File: src/rtl/multicycle_pkg.sv
// Shared encodings for the multi-cycle RV32I-subset control FSM and the datapath muxes.
package multicycle_pkg;

  localparam int unsigned STATE_W = 4;
  localparam int unsigned OPC_W   = 7;
  localparam int unsigned SEL_W   = 2;

  typedef enum logic [STATE_W-1:0] {
    S_FETCH    = 4'd0,
    S_DECODE   = 4'd1,
    S_EXEC_R   = 4'd2,
    S_EXEC_I   = 4'd3,
    S_ALU_WB   = 4'd4,
    S_MEM_ADDR = 4'd5,
    S_MEM_RD   = 4'd6,
    S_MEM_WB   = 4'd7,
    S_MEM_WR   = 4'd8,
    S_BRANCH   = 4'd9,
    S_JAL      = 4'd10
  } state_e;

  localparam logic [OPC_W-1:0] OP_R      = 7'b0110011;
  localparam logic [OPC_W-1:0] OP_I      = 7'b0010011;
  localparam logic [OPC_W-1:0] OP_LOAD   = 7'b0000011;
  localparam logic [OPC_W-1:0] OP_STORE  = 7'b0100011;
  localparam logic [OPC_W-1:0] OP_BRANCH = 7'b1100011;
  localparam logic [OPC_W-1:0] OP_JAL    = 7'b1101111;

  typedef enum logic [SEL_W-1:0] {
    ALU_ADD    = 2'd0,
    ALU_BRANCH = 2'd1,
    ALU_FUNCT  = 2'd2
  } alu_op_e;

  typedef enum logic [SEL_W-1:0] {
    SRC_A_PC     = 2'd0,
    SRC_A_RS1    = 2'd1,
    SRC_A_OLD_PC = 2'd2
  } src_a_e;

  typedef enum logic [SEL_W-1:0] {
    SRC_B_RS2  = 2'd0,
    SRC_B_FOUR = 2'd1,
    SRC_B_IMM  = 2'd2
  } src_b_e;

  typedef enum logic [SEL_W-1:0] {
    WB_ALUOUT = 2'd0,
    WB_MDR    = 2'd1,
    WB_PC     = 2'd2
  } wb_sel_e;

  // Step that follows DECODE; unsupported opcodes fall back to FETCH.
  function automatic state_e decode_next(logic [OPC_W-1:0] opcode);
    case (opcode)
      OP_R:               return S_EXEC_R;
      OP_I:               return S_EXEC_I;
      OP_LOAD, OP_STORE:  return S_MEM_ADDR;
      OP_BRANCH:          return S_BRANCH;
      OP_JAL:             return S_JAL;
      default:            return S_FETCH;
    endcase
  endfunction

endpackage

File: src/rtl/multicycle_ctrl_if.sv
// Control/status bundle between the multi-cycle controller (master) and the datapath (slave).
interface multicycle_ctrl_if;
  import multicycle_pkg::*;

  logic [OPC_W-1:0] opcode_i;
  logic             branch_taken_i;
  logic             mem_ready_i;
  logic             mem_req_o;
  logic             mem_we_o;
  logic             iord_o;
  logic             ir_write_o;
  logic             pc_write_o;
  logic             pc_src_o;
  logic [SEL_W-1:0] alu_src_a_o;
  logic [SEL_W-1:0] alu_src_b_o;
  logic [SEL_W-1:0] alu_op_o;
  logic             target_write_o;
  logic             reg_write_o;
  logic [SEL_W-1:0] wb_sel_o;
  logic             illegal_o;

  modport master (
    input  opcode_i, branch_taken_i, mem_ready_i,
    output mem_req_o, mem_we_o, iord_o, ir_write_o, pc_write_o, pc_src_o,
           alu_src_a_o, alu_src_b_o, alu_op_o, target_write_o, reg_write_o,
           wb_sel_o, illegal_o
  );

  modport slave (
    output opcode_i, branch_taken_i, mem_ready_i,
    input  mem_req_o, mem_we_o, iord_o, ir_write_o, pc_write_o, pc_src_o,
           alu_src_a_o, alu_src_b_o, alu_op_o, target_write_o, reg_write_o,
           wb_sel_o, illegal_o
  );
endinterface

File: src/rtl/multicycle_perf_cnt.sv
// Cycle and retired-instruction counters for the multi-cycle controller; both wrap.
module multicycle_perf_cnt #(
  parameter int unsigned CNT_W = 32
) (
  input  logic             clk_i,
  input  logic             rst_i,
  input  logic             retire_i,
  output logic [CNT_W-1:0] cycle_cnt_o,
  output logic [CNT_W-1:0] instret_o
);

  always_ff @(posedge clk_i) begin
    if (rst_i) begin
      cycle_cnt_o <= '0;
      instret_o   <= '0;
    end else begin
      cycle_cnt_o <= cycle_cnt_o + CNT_W'(1);
      if (retire_i) instret_o <= instret_o + CNT_W'(1);
    end
  end

endmodule

File: src/rtl/multicycle_ctrl.sv
// Main control FSM of the multi-cycle CPU: sequences fetch/decode/execute/memory/write-back.
// Define MULTICYCLE_PERF_CNT_EN to build the cycle/instret counters; otherwise they read 0.
module multicycle_ctrl
  import multicycle_pkg::*;
#(
  parameter int unsigned CNT_W = 32
) (
  input  logic                  clk_i,
  input  logic                  rst_i,
  multicycle_ctrl_if.master     bus,
  output logic [STATE_W-1:0]    state_o,
  output logic [CNT_W-1:0]      cycle_cnt_o,
  output logic [CNT_W-1:0]      instret_o
);

  state_e state;

  // Memory states hold until the port reports ready; everything else advances every cycle.
  always_ff @(posedge clk_i) begin
    if (rst_i) begin
      state <= S_FETCH;
    end else begin
      case (state)
        S_FETCH:    if (bus.mem_ready_i) state <= S_DECODE;
        S_DECODE:   state <= decode_next(bus.opcode_i);
        S_EXEC_R,
        S_EXEC_I:   state <= S_ALU_WB;
        S_MEM_ADDR: state <= (bus.opcode_i == OP_LOAD) ? S_MEM_RD : S_MEM_WR;
        S_MEM_RD:   if (bus.mem_ready_i) state <= S_MEM_WB;
        S_MEM_WR:   if (bus.mem_ready_i) state <= S_FETCH;
        default:    state <= S_FETCH;
      endcase
    end
  end

  assign state_o = state;

  // Moore decode of the datapath controls; everything is held low while reset is asserted.
  always_comb begin
    bus.mem_req_o      = 1'b0;
    bus.mem_we_o       = 1'b0;
    bus.iord_o         = 1'b0;
    bus.ir_write_o     = 1'b0;
    bus.pc_write_o     = 1'b0;
    bus.pc_src_o       = 1'b0;
    bus.alu_src_a_o    = SRC_A_PC;
    bus.alu_src_b_o    = SRC_B_RS2;
    bus.alu_op_o       = ALU_ADD;
    bus.target_write_o = 1'b0;
    bus.reg_write_o    = 1'b0;
    bus.wb_sel_o       = WB_ALUOUT;
    bus.illegal_o      = 1'b0;
    if (!rst_i) begin
      case (state)
        S_FETCH: begin
          bus.mem_req_o   = 1'b1;
          bus.alu_src_b_o = SRC_B_FOUR;
          bus.ir_write_o  = bus.mem_ready_i;
          bus.pc_write_o  = bus.mem_ready_i;
        end
        S_DECODE: begin
          bus.alu_src_a_o    = SRC_A_OLD_PC;
          bus.alu_src_b_o    = SRC_B_IMM;
          bus.target_write_o = 1'b1;
          bus.illegal_o      = (decode_next(bus.opcode_i) == S_FETCH);
        end
        S_EXEC_R: begin
          bus.alu_src_a_o = SRC_A_RS1;
          bus.alu_src_b_o = SRC_B_RS2;
          bus.alu_op_o    = ALU_FUNCT;
        end
        S_EXEC_I: begin
          bus.alu_src_a_o = SRC_A_RS1;
          bus.alu_src_b_o = SRC_B_IMM;
          bus.alu_op_o    = ALU_FUNCT;
        end
        S_ALU_WB: bus.reg_write_o = 1'b1;
        S_MEM_ADDR: begin
          bus.alu_src_a_o = SRC_A_RS1;
          bus.alu_src_b_o = SRC_B_IMM;
        end
        S_MEM_RD: begin
          bus.mem_req_o = 1'b1;
          bus.iord_o    = 1'b1;
        end
        S_MEM_WB: begin
          bus.reg_write_o = 1'b1;
          bus.wb_sel_o    = WB_MDR;
        end
        S_MEM_WR: begin
          bus.mem_req_o = 1'b1;
          bus.mem_we_o  = 1'b1;
          bus.iord_o    = 1'b1;
        end
        S_BRANCH: begin
          bus.alu_src_a_o = SRC_A_RS1;
          bus.alu_src_b_o = SRC_B_RS2;
          bus.alu_op_o    = ALU_BRANCH;
          bus.pc_src_o    = 1'b1;
          bus.pc_write_o  = bus.branch_taken_i;
        end
        S_JAL: begin
          bus.reg_write_o = 1'b1;
          bus.wb_sel_o    = WB_PC;
          bus.pc_write_o  = 1'b1;
          bus.pc_src_o    = 1'b1;
        end
        default: ;
      endcase
    end
  end

`ifdef MULTICYCLE_PERF_CNT_EN
  logic retire;

  // Last cycle of every legal instruction.
  always_comb begin
    retire = 1'b0;
    if (!rst_i) begin
      case (state)
        S_ALU_WB, S_MEM_WB, S_BRANCH, S_JAL: retire = 1'b1;
        S_MEM_WR:                            retire = bus.mem_ready_i;
        default:                             retire = 1'b0;
      endcase
    end
  end

  multicycle_perf_cnt #(.CNT_W(CNT_W)) u_perf_cnt (
    .clk_i       (clk_i),
    .rst_i       (rst_i),
    .retire_i    (retire),
    .cycle_cnt_o (cycle_cnt_o),
    .instret_o   (instret_o)
  );
`else
  assign cycle_cnt_o = '0;
  assign instret_o   = '0;
`endif

endmodule

File: src/flat_wrapper.sv
// flat-port wrapper written by rule: the top's interface ports become plain ports
module multicycle_ctrl_flat import multicycle_pkg::*;
#(
  parameter int unsigned CNT_W = 32
)
  (clk_i, rst_i, state_o, cycle_cnt_o, instret_o, bus_opcode_i, bus_branch_taken_i, bus_mem_ready_i, bus_mem_req_o, bus_mem_we_o, bus_iord_o, bus_ir_write_o, bus_pc_write_o, bus_pc_src_o, bus_alu_src_a_o, bus_alu_src_b_o, bus_alu_op_o, bus_target_write_o, bus_reg_write_o, bus_wb_sel_o, bus_illegal_o);
  multicycle_ctrl_if bus_i ();
  input  logic clk_i;
  input  logic rst_i;
  output logic [STATE_W-1:0] state_o;
  output logic [CNT_W-1:0] cycle_cnt_o;
  output logic [CNT_W-1:0] instret_o;
  input wire logic [$bits(bus_i.opcode_i)-1:0] bus_opcode_i;
  input wire logic [$bits(bus_i.branch_taken_i)-1:0] bus_branch_taken_i;
  input wire logic [$bits(bus_i.mem_ready_i)-1:0] bus_mem_ready_i;
  output wire logic [$bits(bus_i.mem_req_o)-1:0] bus_mem_req_o;
  output wire logic [$bits(bus_i.mem_we_o)-1:0] bus_mem_we_o;
  output wire logic [$bits(bus_i.iord_o)-1:0] bus_iord_o;
  output wire logic [$bits(bus_i.ir_write_o)-1:0] bus_ir_write_o;
  output wire logic [$bits(bus_i.pc_write_o)-1:0] bus_pc_write_o;
  output wire logic [$bits(bus_i.pc_src_o)-1:0] bus_pc_src_o;
  output wire logic [$bits(bus_i.alu_src_a_o)-1:0] bus_alu_src_a_o;
  output wire logic [$bits(bus_i.alu_src_b_o)-1:0] bus_alu_src_b_o;
  output wire logic [$bits(bus_i.alu_op_o)-1:0] bus_alu_op_o;
  output wire logic [$bits(bus_i.target_write_o)-1:0] bus_target_write_o;
  output wire logic [$bits(bus_i.reg_write_o)-1:0] bus_reg_write_o;
  output wire logic [$bits(bus_i.wb_sel_o)-1:0] bus_wb_sel_o;
  output wire logic [$bits(bus_i.illegal_o)-1:0] bus_illegal_o;
  assign bus_i.opcode_i = bus_opcode_i;
  assign bus_i.branch_taken_i = bus_branch_taken_i;
  assign bus_i.mem_ready_i = bus_mem_ready_i;
  assign bus_mem_req_o = bus_i.mem_req_o;
  assign bus_mem_we_o = bus_i.mem_we_o;
  assign bus_iord_o = bus_i.iord_o;
  assign bus_ir_write_o = bus_i.ir_write_o;
  assign bus_pc_write_o = bus_i.pc_write_o;
  assign bus_pc_src_o = bus_i.pc_src_o;
  assign bus_alu_src_a_o = bus_i.alu_src_a_o;
  assign bus_alu_src_b_o = bus_i.alu_src_b_o;
  assign bus_alu_op_o = bus_i.alu_op_o;
  assign bus_target_write_o = bus_i.target_write_o;
  assign bus_reg_write_o = bus_i.reg_write_o;
  assign bus_wb_sel_o = bus_i.wb_sel_o;
  assign bus_illegal_o = bus_i.illegal_o;
  multicycle_ctrl #(.CNT_W(CNT_W)) u_core (.clk_i(clk_i), .rst_i(rst_i), .bus(bus_i), .state_o(state_o), .cycle_cnt_o(cycle_cnt_o), .instret_o(instret_o));
endmodule
File: config.mk
export PLATFORM = sky130hd
export DESIGN_NAME = multicycle_ctrl_flat
export DESIGN_NICKNAME = d
export VERILOG_FILES = /design/src/rtl/multicycle_pkg.sv /design/src/rtl/multicycle_ctrl_if.sv /design/src/rtl/multicycle_perf_cnt.sv /design/src/rtl/multicycle_ctrl.sv /design/src/flat_wrapper.sv
export SDC_FILE = /design/constraint.sdc
export NUM_CORES = 1
export LEC_CHECK = 0
export ABC_AREA = 1
export CAP_MARGIN = 10
export CORE_ASPECT_RATIO = 0.8
export CORE_MARGIN = 2
export CORE_UTILIZATION = 30
export DETAILED_ROUTE_END_ITERATION = 7
export PLACE_DENSITY = 0.77
export SETUP_SLACK_MARGIN = 0.05
export SLEW_MARGIN = 20
export SYNTH_ARGS = -nofsm -noshare
export SYNTH_HDL_FRONTEND = slang
export SYNTH_SLANG_ARGS = --single-unit
File: constraint.sdc
create_clock -name clk_i -period 1.3 [get_ports clk_i]
set_input_delay 0.39 -clock clk_i [delete_from_list [all_inputs] [get_ports clk_i]]
set_output_delay 0.39 -clock clk_i [all_outputs]
set_load 0.01 [all_outputs]
### After elaboration in Yosys (flattened, before gate mapping)

Cells that the tools add are included.

* bits in registers: 4
* output and inout port bits: 85

* equal/unequal tests: 19
* multiplexer cells: 34
* reduce and logical (&&, ||, !) cells: 11

Operator list (number)
* 4-bit two-way mux: 6
* 4-bit one-hot mux with 6 select lines: 1
* 4-bit one-hot mux with 5 select lines: 1
* 1-bit two-way mux: 17
* 4-bit by 3-bit == test with 1-bit output (second input constant): 4
* 2-bit one-hot mux with 2 select lines: 4
* 7-bit by 6-bit == test with 1-bit output (second input constant): 2
* 7-bit == test (second input constant): 2
* 4-bit == test (second input constant): 3
* 3-bit OR reduction: 3
* 4-bit by 2-bit == test with 1-bit output (second input constant): 2
* 4-bit logical NOT: 2
* 2-bit two-way mux: 4
* 2-bit OR reduction: 4
* 7-bit by 2-bit == test with 1-bit output (second input constant): 1
* 7-bit by 5-bit == test with 1-bit output (second input constant): 1
* 2-bit inequality test (second input constant): 3
* 4-bit by 1-bit == test with 1-bit output (second input constant): 1
* 4-bit OR reduction: 1
* 1-bit one-hot mux with 3 select lines: 1
* 3-bit AND reduction: 1

### Depth between registers and ports, before layout

* word-level depth: 8
* mapped depth: 9

### Worst setup path after synthesis

No wires, ideal clock.

* path kind: register -> output
* from: register u_core.state[0], in the netlist u_core.state_o[0]
* to: output port bus_illegal_o
* arrival time: 1.127 ns
* path slack: -0.217 ns
* stages on the path, launching flop included: 5
* buffers on the path: 0
* cell sequence: dfxtp_1 nand2_2 clkinv_2 nand2_1 nor4_1

* word-level cells in the longest chain between the ends: 3

Ends and longest elaborated chain
* start: declaration: line multicycle_ctrl.sv:16 `state_e state;`
* start signal: assignment: line multicycle_ctrl.sv:25 `S_DECODE: state <= decode_next(bus.opcode_i);`
* start signal: assignment: line multicycle_ctrl.sv:28 `S_MEM_ADDR: state <= (bus.opcode_i == OP_LOAD) ? S_MEM_RD : S_MEM_WR;`
* 4-bit by 1-bit == test with 1-bit output
* 1-bit two-way mux: line multicycle_ctrl.sv:54 `case (state)`
* 1-bit two-way mux: line multicycle_ctrl.sv:53 `if (!rst_i) begin`
* end: declaration: line flat_wrapper.sv:28 `output wire logic [$bits(bus_i.illegal_o)-1:0] bus_illegal_o;`

Every way passes these cells.

### Worst setup path in the final report

* from: register u_core.state[3], in the netlist u_core.state_o[3]
* to: output port bus_pc_write_o

* word-level cells in the longest chain between the ends: 3
* elaborated cells on any way between the ends: 5
* classes of those cells: eq/ne: 2; mux: 2; reduce/logical: 1

Ends and longest elaborated chain
* 4-bit == test or 4-bit logical NOT (tied branches): line multicycle_ctrl.sv:54
* 1-bit one-hot mux with 3 select lines (*): line multicycle_ctrl.sv:54
* 1-bit two-way mux (*): line multicycle_ctrl.sv:53
* end: declaration: line flat_wrapper.sv:20 `output wire logic [$bits(bus_i.pc_write_o)-1:0] bus_pc_write_o;`

Every way passes the cells marked *; elsewhere a longest branch is shown, timed or not.

==> metrics.json <==
{
  "run_status": {"value": "complete, but fails checks"},
  "violations": {"value": "setup timing"},
  "dr.first_iter.drc_count": {"value": 35},
  "fin_cells": {"value": 267},
  "grt_start_max_net_pins": {"value": 9},
  "multiInputGateArea": {"value": 822.0, "unit": "µm²"},
  "critical-path-top-delay-family": {"value": "flip-flops"},
  "yosysWarningCount": {"value": 0},
  "area_delta_synth_final": {"value": 59.18, "unit": "%"},
  "worst_hold_startpoint": {"value": "bus_opcode_i[3]"},
  "route.vias.total": {"value": 992},
  "timing_max_transition_violations_final": {"value": 0},
  "worst_r2r_endpoint": {"value": "u_core.state_o[2]"},
  "ant_nets": {"value": 0},
  "avgViaCountPerCell": {"value": 3.715},
  "max_freq": {"value": 0.6049, "unit": "GHz"},
  "rsz0062_at_grt": {"value": "yes"},
  "largest_area_contributor_in_the_netlist": {"value": "buf_4"},
  "final_layout_size_suffix_gt1_share": {"value": 51.54, "unit": "%"},
  "detailedRoute.firstPassIterationCount": {"value": 4},
  "dominantRegCellSynth": {"value": "dfxtp_1"},
  "most_repeated_cell_in_the_gate_level_netlist_after_synthesis": {"value": "buf_4"},
  "setup-violations-final": {"value": 17},
  "startpoint_type": {"value": "flip-flop"},
  "timing.reg2reg.setup_slack": {"value": 80, "unit": "ps"},
  "numPlacedInstances": {"value": 254},
  "classification_of_the_worst_slack_hold_path": {"value": "in -> reg"},
  "req_time_crit_path": {"value": 910, "unit": "ps"},
  "overflow": {"value": 0},
  "ff2ff_path_depth": {"value": 8},
  "whs_endpoint": {"value": "u_core.state_o[1]"},
  "synth_area_per_cell": {"value": 6.037, "unit": "µm²"},
  "synth_top_cells_by_area": {"value": "buf_4 (49%), nand2_1 (9.4%), dfxtp_1 (8.0%)"},
  "finish.net_count": {"value": 240},
  "critical_path.endpoint_type": {"value": "output pin"},
  "core_region_area": {"value": 0.003131, "unit": "mm²"},
  "cp_slowest_stage_delay": {"value": 360, "unit": "ps"},
  "grt_pass1_vias": {"value": 829},
  "cts.clk_slew.worst_paths": {"value": 30, "unit": "ps"},
  "max-clock-path-buffers": {"value": 2},
  "hold_buffers": {"value": 0},
  "async_flop_share": {"value": 0, "unit": "%"},
  "cts_root_buffer": {"value": "clkbuf_8"},
  "tritoncts.num_buffers": {"value": 3},
  "die-width": {"value": 68.62, "unit": "µm"},
  "number_of_inserted_filler_cells_in_the_final_layout": {"value": 324},
  "post_layout_worst_setup_margin": {"value": -353.1, "unit": "ps"},
  "yosys.cell_types.count": {"value": 20},
  "die_y_extent": {"value": 55.70, "unit": "µm"},
  "synth_edf_count": {"value": 0},
  "timing_worst_setup_path_type": {"value": "reg -> out"},
  "synth-seq-cells": {"value": 4},
  "remaining_routing_drc_violations": {"value": 0},
  "timing.critical_path.cells": {"value": "nor2_4 > nand2_2 > inv_2 > nand2_2 > a31oi_4 > buf_2"},
  "place_worst_setup_slack": {"value": -1232, "unit": "ps"},
  "place.port_buffers": {"value": 31},
  "core.rowCount": {"value": 18},
  "cpMaxStageDelayCell": {"value": "dfxtp_4"},
  "wl_per_cell": {"value": 9.135, "unit": "µm"},
  "final_core_utilization": {"value": 50.96, "unit": "%"},
  "pin_count": {"value": 96},
  "crit_path_max_fanout": {"value": 3},
  "vdd_drop_max": {"value": 0.1927, "unit": "mV"},
  "cts_htree_levels": {"value": 1},
  "hold_viol_final": {"value": 0},
  "cp_common_cell": {"value": "nand2_2"},
  "crit_arrival": {"value": 1260, "unit": "ps"},
  "fin_total_pwr": {"value": 0.7451, "unit": "mW"},
  "min_period_over_period": {"value": 127.2, "unit": "%"},
  "fin_worst_skew": {"value": 0.03941, "unit": "ps"},
  "p_per_area": {"value": 467.1, "unit": "mW/mm²"},
  "antenna_cells_inserted": {"value": 0},
  "power.leakage": {"value": 0.8601, "unit": "nW"},
  "overall_track_demand_over_capacity_in_global_routing": {"value": 12.38, "unit": "%"},
  "min_period": {"value": 1653, "unit": "ps"},
  "synth_seq_area_share": {"value": 7.990, "unit": "%"},
  "tritoncts": {"value": "done"},
  "netlist.area_leader.share": {"value": 48.69, "unit": "%"},
  "global_route_wire_length_before_repair": {"value": 3677, "unit": "µm"},
  "worst_r2r_startpoint": {"value": "u_core.state_o[3]"},
  "hpwlAfterDp": {"value": 1899, "unit": "µm"},
  "clock_latency": {"value": 210, "unit": "ps"},
  "starting_density_of_the_core": {"value": 32.01, "unit": "%"},
  "cts.sinks": {"value": 4},
  "max-cap-violations": {"value": 0},
  "netlist_area_pre_place": {"value": 0.001002, "unit": "mm²"},
  "largest_register_ff_count": {"value": 4},
  "min_delay_path_depth": {"value": 6},
  "layout.area.seq": {"value": 95.09, "unit": "µm²"},
  "synth_cell_count_leaders": {"value": "buf_4 (65), nand2_1 (25), nor2_1 (20)"},
  "critical_path_buf_inv_count": {"value": 2},
  "number_of_antenna_violations_at_the_first_check_in_global_routing": {"value": 0},
  "drt-total-wl": {"value": 2439, "unit": "µm"},
  "syn-instance-count": {"value": 166},
  "dieArea": {"value": 0.003822, "unit": "mm²"},
  "placer_congestion_estimate": {"value": 0.8185}
}
==> stage by stage <==
| step | instance area [µm²] | setup TNS, ps | hold WS, ps |
|---|---|---|---|
| after global placement | 1478 | -16020 | 695.1 |
| after detailed placement | 1478 | -16280 | 718.8 |
| final | 1595 | -4978 | 606.6 |
| after CTS | 1548 | -4680 | 623.6 |
| after global routing | 1595 | -6139 | 653.4 |
| after floorplan | 1464 | -27.39 | 601.0 |
==> cell usage in the layout (no fill, tap or decap), types with 2 or more instances in the layout <==
cell	n
nand2_1	14
clkbuf_2	2
clkbuf_8	3
buf_2	15
buf_4	26
dfxtp_4	4
inv_2	5
inv_1	9
nor2_2	7
nand3_1	5
o21ai_0	3
nor4_4	2
conb_1	64
buf_6	14
inv_4	2
nor2_4	8
nand2_4	7
nand2_2	5
nor2_1	11
a21oi_2	5
a31oi_4	2
nand2_8	2
==> where the power goes <==
part	leakage, nW	switching (mW)	internal, mW	total [mW]
combinational	0.803	0.216	0.140	0.356
clock	0.0216	0.0618	0.197	0.259
sequential	0.0355	0.00940	0.121	0.131
total	0.860	0.287	0.458	0.745
==> per-layer routing <==
metal	GRT usage (%)	share of wire (%)	vias to the layer above
met2	21.15	56	44
met4	6.000	0.82	0
met3	2.024	7.6	2
met1	14.51	36	446
met5	0	0	-
li1	-	-	500
==> worst register-to-register path, delay by kind of cell, from the launching register on <==
family | cells | cell delay, ps
buf+inv | 3 | 400
flops | 1 | 360
simple gates | 5 | 390
==> layout make-up <==
cell class | instances | area share [%]
well taps | 40 | 3.137
repair buffers | 62 | 30.90
clock buffers | 3 | 2.588
multi-input cells | 139 | 51.53
inverters | 19 | 5.882
flip-flops and latches | 4 | 5.961
==> logic make-up (layout without fill, tap and decap cells) <==
logic type,after synthesis,after routing,share of synthesized area [%]
other cells,1,64,0.3742
flops,4,4,7.990
simple gates,64,64,28.84
compound gates,11,11,6.117
buf+inv,86,84,56.68
==> worst max-delay path by stage <==
| stage | depth (start not counted) | slack (ps) | endpoint | from |
|---|---|---|---|---|
| after detailed placement | 8 | -1230 | bus_illegal_o | bus_opcode_i[3] |
| after global routing | 6 | -440 | bus_pc_write_o | u_core.state_o[2] |
| after floorplan | 5 | -20 | bus_illegal_o | bus_opcode_i[1] |
| final | 6 | -350 | bus_pc_write_o | u_core.state_o[3] |
| after global placement | 8 | -1180 | bus_illegal_o | bus_opcode_i[3] |
| after CTS | 6 | -330 | bus_pc_write_o | u_core.state_o[0] |
==> what timing repair did <==
item	in CTS	in global routing
pin swaps	14	3
setup endpoints to repair	25	22
gates resized for setup	130	15
setup buffers	9	1
No activity file was read; power rests on OpenSTA's default activity.
